==> config.mk <==
export PLATFORM = sky130hd
export DESIGN_NAME = vpu_fp_result_collector
export DESIGN_NICKNAME = d
export VERILOG_FILES = /design/src/rtl/vpu_fp_result_collector.sv
export SDC_FILE = /design/constraint.sdc
export NUM_CORES = 1
export LEC_CHECK = 0
export CORE_ASPECT_RATIO = 1.25
export CORE_MARGIN = 10
export CORE_UTILIZATION = 56
export CTS_CLUSTER_DIAMETER = 100
export DETAILED_ROUTE_END_ITERATION = 8
export MAX_ROUTING_LAYER = met4
export PLACE_DENSITY = 0.83
export RECOVER_POWER = 25
export SLEW_MARGIN = 20
export SYNTH_ARGS = -nofsm -noshare
export SYNTH_HDL_FRONTEND = slang
export SYNTH_SLANG_ARGS = --single-unit
==> constraint.sdc <==
create_clock -name clk -period 4.18 [get_ports clk]
set_input_delay 0.627 -clock clk [delete_from_list [all_inputs] [get_ports clk]]
set_output_delay 0.627 -clock clk [all_outputs]
set_load 0.01 [all_outputs]
==> src/rtl/vpu_fp_result_collector.sv <==
// vpu_fp_result_collector
//   Receive side of an FP-unit start/done handshake. It grants issue slots to the
//   source by credit, because the fixed-latency FP pipeline cannot be stalled. It
//   buffers done results in a first-word-fall-through FIFO toward the destination
//   port, and it drains in-flight ops without delivering them after a flush.
//
//   Optional feature: define VPU_COLLECT_BYPASS_EN to forward a done result
//   combinationally when the FIFO is empty and the destination is ready.
//
//   Handshake (output side): a result transfers on a cycle where valid_o and
//   ready_i are both 1. While ready_i=0, valid_o and data_o hold stable, and
//   valid_o is never withdrawn except by flush_i or reset.
//
//   Debug: state_o exposes the FSM state (0 = RUN, 1 = DRAIN).
module vpu_fp_result_collector #(
  parameter int DATA_WIDTH = 16,
  parameter int DEPTH      = 8,
  parameter int CNT_W      = $clog2(DEPTH) + 1
) (
  input  logic                  clk,
  input  logic                  rst_n,
  input  logic                  issue_req_i,
  output logic                  issue_gnt_o,
  output logic                  start_o,
  input  logic                  done_i,
  input  logic [DATA_WIDTH-1:0] result_i,
  output logic                  valid_o,
  output logic [DATA_WIDTH-1:0] data_o,
  input  logic                  ready_i,
  input  logic                  flush_i,
  output logic                  busy_o,
  output logic [CNT_W-1:0]      inflight_o,
  output logic                  err_o,
  output logic                  state_o
);

  localparam int AW = $clog2(DEPTH);
  localparam logic [0:0] ST_RUN   = 1'b0;
  localparam logic [0:0] ST_DRAIN = 1'b1;
  localparam logic [CNT_W-1:0] DEPTH_C = CNT_W'(DEPTH);

  logic [0:0]            state;
  logic [CNT_W-1:0]      count;
  logic [CNT_W-1:0]      inflight;
  logic [CNT_W-1:0]      inflight_next;
  logic [AW-1:0]         rd_ptr;
  logic [AW-1:0]         wr_ptr;
  logic [DATA_WIDTH-1:0] mem [DEPTH];
  logic                  err;

  logic                  run;
  logic                  fifo_empty;
  logic                  fifo_full;
  logic [CNT_W:0]        credit_sum;
  logic                  done_known;
  logic                  flush_run;
  logic                  bypass;
  logic                  push;
  logic                  pop;
  logic                  err_set;

  // Credit, handshake and FIFO control decisions for this cycle
  always_comb begin
    run        = (state == ST_RUN);
    fifo_empty = (count == '0);
    fifo_full  = (count == DEPTH_C);
    // Occupied slots plus ops that will still land; both are registered values,
    // so a pop in this cycle only frees credit from the next cycle on.
    credit_sum  = {1'b0, count} + {1'b0, inflight};
    issue_gnt_o = run & (credit_sum < {1'b0, DEPTH_C});
    start_o     = issue_req_i & issue_gnt_o;
    // A done with nothing in flight is spurious: flagged and never counted.
    done_known  = done_i & (inflight != '0);
    flush_run   = flush_i & run;
`ifdef VPU_COLLECT_BYPASS_EN
    bypass = done_known & run & ~flush_i & fifo_empty & ready_i;
`else
    bypass = 1'b0;
`endif
    push    = done_known & run & ~flush_i & ~fifo_full & ~bypass;
    pop     = ~fifo_empty & ready_i & ~flush_run;
    err_set = done_i & ((inflight == '0) | fifo_full);
    inflight_next = inflight + CNT_W'(start_o) - CNT_W'(done_known);
  end

  // Output view: FIFO head first, otherwise the bypassed result, otherwise zero
  always_comb begin
    valid_o = ~fifo_empty | bypass;
    data_o  = '0;
    if (!fifo_empty) begin
      data_o = mem[rd_ptr];
    end else if (bypass) begin
      data_o = result_i;
    end
    busy_o     = (inflight != '0) | ~fifo_empty | (state == ST_DRAIN);
    inflight_o = inflight;
    err_o      = err;
    state_o    = state;
  end

  // Counters, pointers, sticky error and RUN/DRAIN state
  always_ff @(posedge clk) begin
    if (!rst_n) begin
      state    <= ST_RUN;
      count    <= '0;
      inflight <= '0;
      rd_ptr   <= '0;
      wr_ptr   <= '0;
      err      <= 1'b0;
    end else begin
      err      <= err | err_set;
      inflight <= inflight_next;
      if (flush_run) begin
        rd_ptr <= '0;
        wr_ptr <= '0;
        count  <= '0;
      end else begin
        if (push) wr_ptr <= wr_ptr + AW'(1);
        if (pop)  rd_ptr <= rd_ptr + AW'(1);
        count <= count + CNT_W'(push) - CNT_W'(pop);
      end
      case (state)
        ST_RUN:   if (flush_i && (inflight_next != '0)) state <= ST_DRAIN;
        ST_DRAIN: if (inflight_next == '0) state <= ST_RUN;
        default:  state <= ST_RUN;
      endcase
    end
  end

  // Result storage; contents are only observed behind a valid count
  always_ff @(posedge clk) begin
    if (push) mem[wr_ptr] <= result_i;
  end

endmodule

* Word-level counts from Yosys, hierarchy flattened *
Memory sizes are Yosys's and may differ from the RTL's. A register that Yosys moved wholly into a read port is not among the register bits.
Cells that the tools add are included.

operators by class
  $add $sub $neg = 7
  multipliers = 0
  divide/modulo/power cells = 0
  magnitude comparators = 1
  equal/unequal tests = 1
  shift operators = 0
  muxes and demuxes = 8
  bitwise logic cells = 20
  reductions and logical operators = 7

operators with widths
  cell                                                 number
  2-to-1 mux 16 bit                                    1
  logical NOT 4 bit                                    3
  AND 1 bit                                            10
  adder 4 x 1 -> 4 bit                                 2
  nonzero test 4 bit                                   2
  subtractor 4 x 1 -> 4 bit                            2
  adder 3 x 1 -> 3 bit (second input constant)         2
  2-to-1 mux 3 bit                                     2
  NOT 1 bit                                            6
  adder 4 x 4 -> 5 bit                                 1
  < comparator 5 x 4 -> 1 bit (second input constant)  1
  equality test 4 bit (second input constant)          1
  2-to-1 mux 1 bit                                     4
  OR 1 bit                                             4
  one-hot mux 1 bit (2 select lines)                   1
  OR reduction 2 bit                                   1
  logical AND 1 bit                                    1

word-level totals
  flip-flop bits (word level) = 16
  bits in latches = 0
  bits in writable memories = 128
  bits in read-only memories = 0
  input port bits = 22
  output and inout bits = 26
  word-level logic and storage cells = 51
  memories = 1

memory list
  name  words  width  rd ports  clocked after Yosys merged registers in  wr ports  line  source
  mem   8      16     1         1                                        1         48    logic [DATA_WIDTH-1:0] mem [DEPTH];

* Logic depth before layout (Yosys ltp) *
  depth in word-level cells = 10
  depth in mapped cells = 13

* Worst setup path after synthesis *
OpenSTA, ideal clock, no wires.

  path kind = in2reg
  start = input flush_i
  end = memory mem[4][0] (enable)
  setup time = 0.436 ns
  data arrival time = 2.960 ns
  slack = 0.784 ns
  stages = 3
  buffers on the path = 0
  cells stage by stage = nor3b_1 > nand3_2 > nor4b_1

between the ends
  word-level cells in the longest chain between the ends = 5

RTL lines
  element                                 line  source
  start: declaration                      30    input logic flush_i,
  NOT 1 bit                               80    push = done_known & run & ~flush_i & ~fifo_full & ~bypass;
  AND 1 bit (2 in series)                 80
  2-to-1 mux 1 bit                        132   if (push) mem[wr_ptr] <= result_i;
  2-to-1 mux 1 bit (implied by the code)  132
  end: declaration                        48

No other way between the ends.

==> impl_metrics.tcl <==
set metrics [dict create \
    rsz0062_at_grt "false" \
    max_stage_delay_ns 0.71 \
    final_cell_mix "edfxtp_1, clkdlybuf4s50_1, dfxtp_1, mux4_2, clkbuf_16" \
    syn_inst 313 \
    tightest_slew_ns 0.986 \
    cts_tree "built" \
    postCtsResizedCells 0 \
    fin_crit_ns 3.46 \
    ant_nets 0 \
    final_cells 521 \
    crit_path_cell_trace "buf_4 > mux4_1 > a22o_1 > clkdlybuf4s50_1" \
    layout-drive-gt1-share_pct 18.0 \
    antenna_found_initial 0 \
    grt_use_total_pct 16.5 \
    p_leak_nw 2.46 \
    drtPass1Iterations 4 \
    p_total_w 0.00434 \
    slew_headroom_pct 33.7 \
    crit-reg2reg-capture "state_o" \
    cp_slowest_cell "dfxtp_2" \
    finalMaxSlewViolations 0 \
    dr_total_vias 3111 \
    grt-ovfl-total 0 \
    drt-total-wl_mm 11.8 \
    startpoint_type "register" \
    syn_to_final_growth_pct 19.8 \
    p_seq_share_pct 40.4 \
    drtIter0Drc 144 \
    timing.rr.start "inflight_o[2]" \
    synth_area_per_cell_um2 19.3 \
    path_depth 4 \
    dieHeight_um 136 \
    gp_congestion 0.776 \
    final-setup-viol-count 0 \
    core_area_um2 10600 \
    skew_ns 0.00733 \
    required_ns 3.55 \
    die_w_um 113 \
    postCtsSetupRepairBufs 0 \
    remaining_drc_errors 0 \
    regArea_um2 4230 \
    diodes 0 \
    crit_type "register to primary output" \
    cp.arrival_ns 2.83 \
    multi_input_area_um2 1660 \
    hpwlAfterDp_mm 6.99 \
    clock.fmax_mhz 289 \
    path_clk_slew_ns 0.06 \
    initial_core_util_pct 57.1 \
    setup_tns_ns 0 \
    grt_first_pass_wirelength_mm 18.5 \
    crit_path_max_fanout 18 \
    cts.sink_count 147 \
    clkLatencyLatePin_ns 0.41 \
    outcome "complete, no violations" \
    hold_class "register to register" \
    whs_endpoint "err_o" \
    nets 416 \
    endpoint_kind "primary output" \
    port_buffers 47 \
    critPathTopFamily "buffers and inverters" \
    p_int_w 0.00316 \
    syn_nets 353 \
    min_from "err_o" \
    ys_ff_latch 147 \
    netlist_area_um2 6030 \
    ys_seq_area_share_pct 70.1 \
    grt_pass1_vias 3270 \
    cts_max_level 4 \
    swShare_pct 27.1 \
    die_area_um2 15300 \
    clkPwrFrac_pct 32.3 \
    hold_viol_final 0 \
    crit_buf_inv 2 \
    avgViaCountPerCell 5.97 \
    dp.cells 489 \
    worst_ir_drop_vdd_mv 0.393 \
    fill_cells 680 \
    final_common_cell "edfxtp_1" \
    min_path_cells 1 \
    root_buffer "clkbuf_16" \
    p_comb_share_pct 27.3 \
    power-per-cell-area_nw_per_um2 601 \
    rr_worst_depth 12 \
    wire_per_inst_um 22.7 \
    cap_violations 0 \
    ys_warn_count 0 \
    ys_types 45 \
    regToRegSetupSlack_ns 1.49 \
    cts_max_path_buffers 2 \
    cts_made_buffers 17 \
    num_io_pins 48 \
    rows 42 \
    postCtsHoldBufs 0 \
    switching_power_w 0.00118 \
    grt_max_degree 33 \
    finalCritPeriodShare_pct 82.8 \
]
[worst register-to-register path: stages (launching register included)]
cell	delay, ns
dfxtp_1	0.34
inv_1	0.08
ha_1	0.14
or3b_1	0.44
and2_1	0.21
ha_1	0.26
inv_1	0.06
ha_1	0.16
inv_1	0.06
fa_1	0.38
xnor2_1	0.15
nor3b_1	0.18
a31oi_1	0.11
[through the flow]
step / hold slack (ns) / area [um^2] / utilization [%] / worst slack [ns]
6_report: 0.472 / 7220 / 68.4 / 0.721
5_1_grt: 0.480 / 7220 / 68.4 / 0.584
4_1_cts: 0.476 / 7220 / 68.4 / 0.662
3_5_place_dp: 0.457 / 6670 / 63.2 / 1.02
3_3_place_gp: 0.448 / 6670 / 63.2 / 1.07
2_1_floorplan: 0.460 / 6030 / - / 0.784
[cells by family after synthesis]
group	count (synthesis)	synth area share, %
AND/OR/NAND/NOR	46	4.92
buffers and inverters	31	3.03
adder cells (fa/ha/maj)	18	3.99
flip-flops	147	70.1
XOR/XNOR	2	0.291
multiplexers	37	13.7
AO/OA/AOI/OAI	32	3.98
[flip-flops by register name, summed over array words and instances, names as in the netlist, named ones only]
| signal | flops |
|---|---|
| mem | 128 |
| count | 4 |
| inflight_o | 4 |
| rd_ptr | 3 |
| wr_ptr | 3 |
| err_o | 1 |
| state_o | 1 |
[layout make-up]
class | count | share of cell area, %
multi-input cells | 135 | 23.0
clock buffers | 18 | 5.94
clock inverters | 14 | 1.66
flip-flops and latches | 147 | 58.5
repair buffers | 59 | 7.76
well taps | 132 | 2.29
inverters | 16 | 0.832
[worst max path at each step]
stage / slack, ns / to / start
3_3_place_gp: 1.07 / mem[0][11] / done_i
6_report: 0.72 / data_o[4] / register
3_5_place_dp: 1.02 / mem[0][9] / done_i
5_1_grt: 0.58 / data_o[4] / register
2_1_floorplan: 0.78 / mem[4][0] / flush_i
4_1_cts: 0.66 / data_o[4] / register
[layer usage]
metal  global-route usage [%]  share of wire, %
met1                     18.1                38
met2                     27.6                54
met3                     5.03               6.7
met4                     6.43               1.3
met5                        -                 0
[power by group through the flow]
stage	Clock (W)	Combinational, W	Sequential [W]
2_1_floorplan	0	0.000747	0.00175
3_3_place_gp	0	0.00115	0.00178
3_5_place_dp	0	0.00119	0.00178
4_1_cts	0.00143	0.00121	0.00176
5_1_grt	0.00150	0.00129	0.00177
6_report	0.00140	0.00119	0.00175
[Yosys cell counts, drive strengths merged]
library cell / number / area share, %
edfxtp: 128 / 64
mux4: 32 / 13
dfxtp: 19 / 6.3
a22o: 16 / 2.3
ha: 16 / 3.3
inv: 16 / 1.0
buf: 11 / 1.8
nand3: 7 / 0.66
a21oi: 5 / 0.42
and2: 5 / 0.56
mux2i: 5 / 0.83
nor3b: 5 / 0.71
clkbuf: 4 / 0.25
nand3b: 4 / 0.50
nor2: 4 / 0.25
and3: 3 / 0.31
nand4: 3 / 0.31
o21ai: 3 / 0.25
or3: 3 / 0.31
a21boi: 2 / 0.25
a21o: 2 / 0.25
fa: 2 / 0.66
nand2: 2 / 0.12
nor3: 2 / 0.17
nor4b: 2 / 0.29
or3b: 2 / 0.29
a211oi: 1 / 0.12
a31o: 1 / 0.15
a31oi: 1 / 0.10
nand2b: 1 / 0.10
nor2b: 1 / 0.10
nor4: 1 / 0.10
o21a: 1 / 0.12
or4: 1 / 0.12
xnor2: 1 / 0.15
xor2: 1 / 0.15
Note: power is estimated with default switching activity, not from simulation.
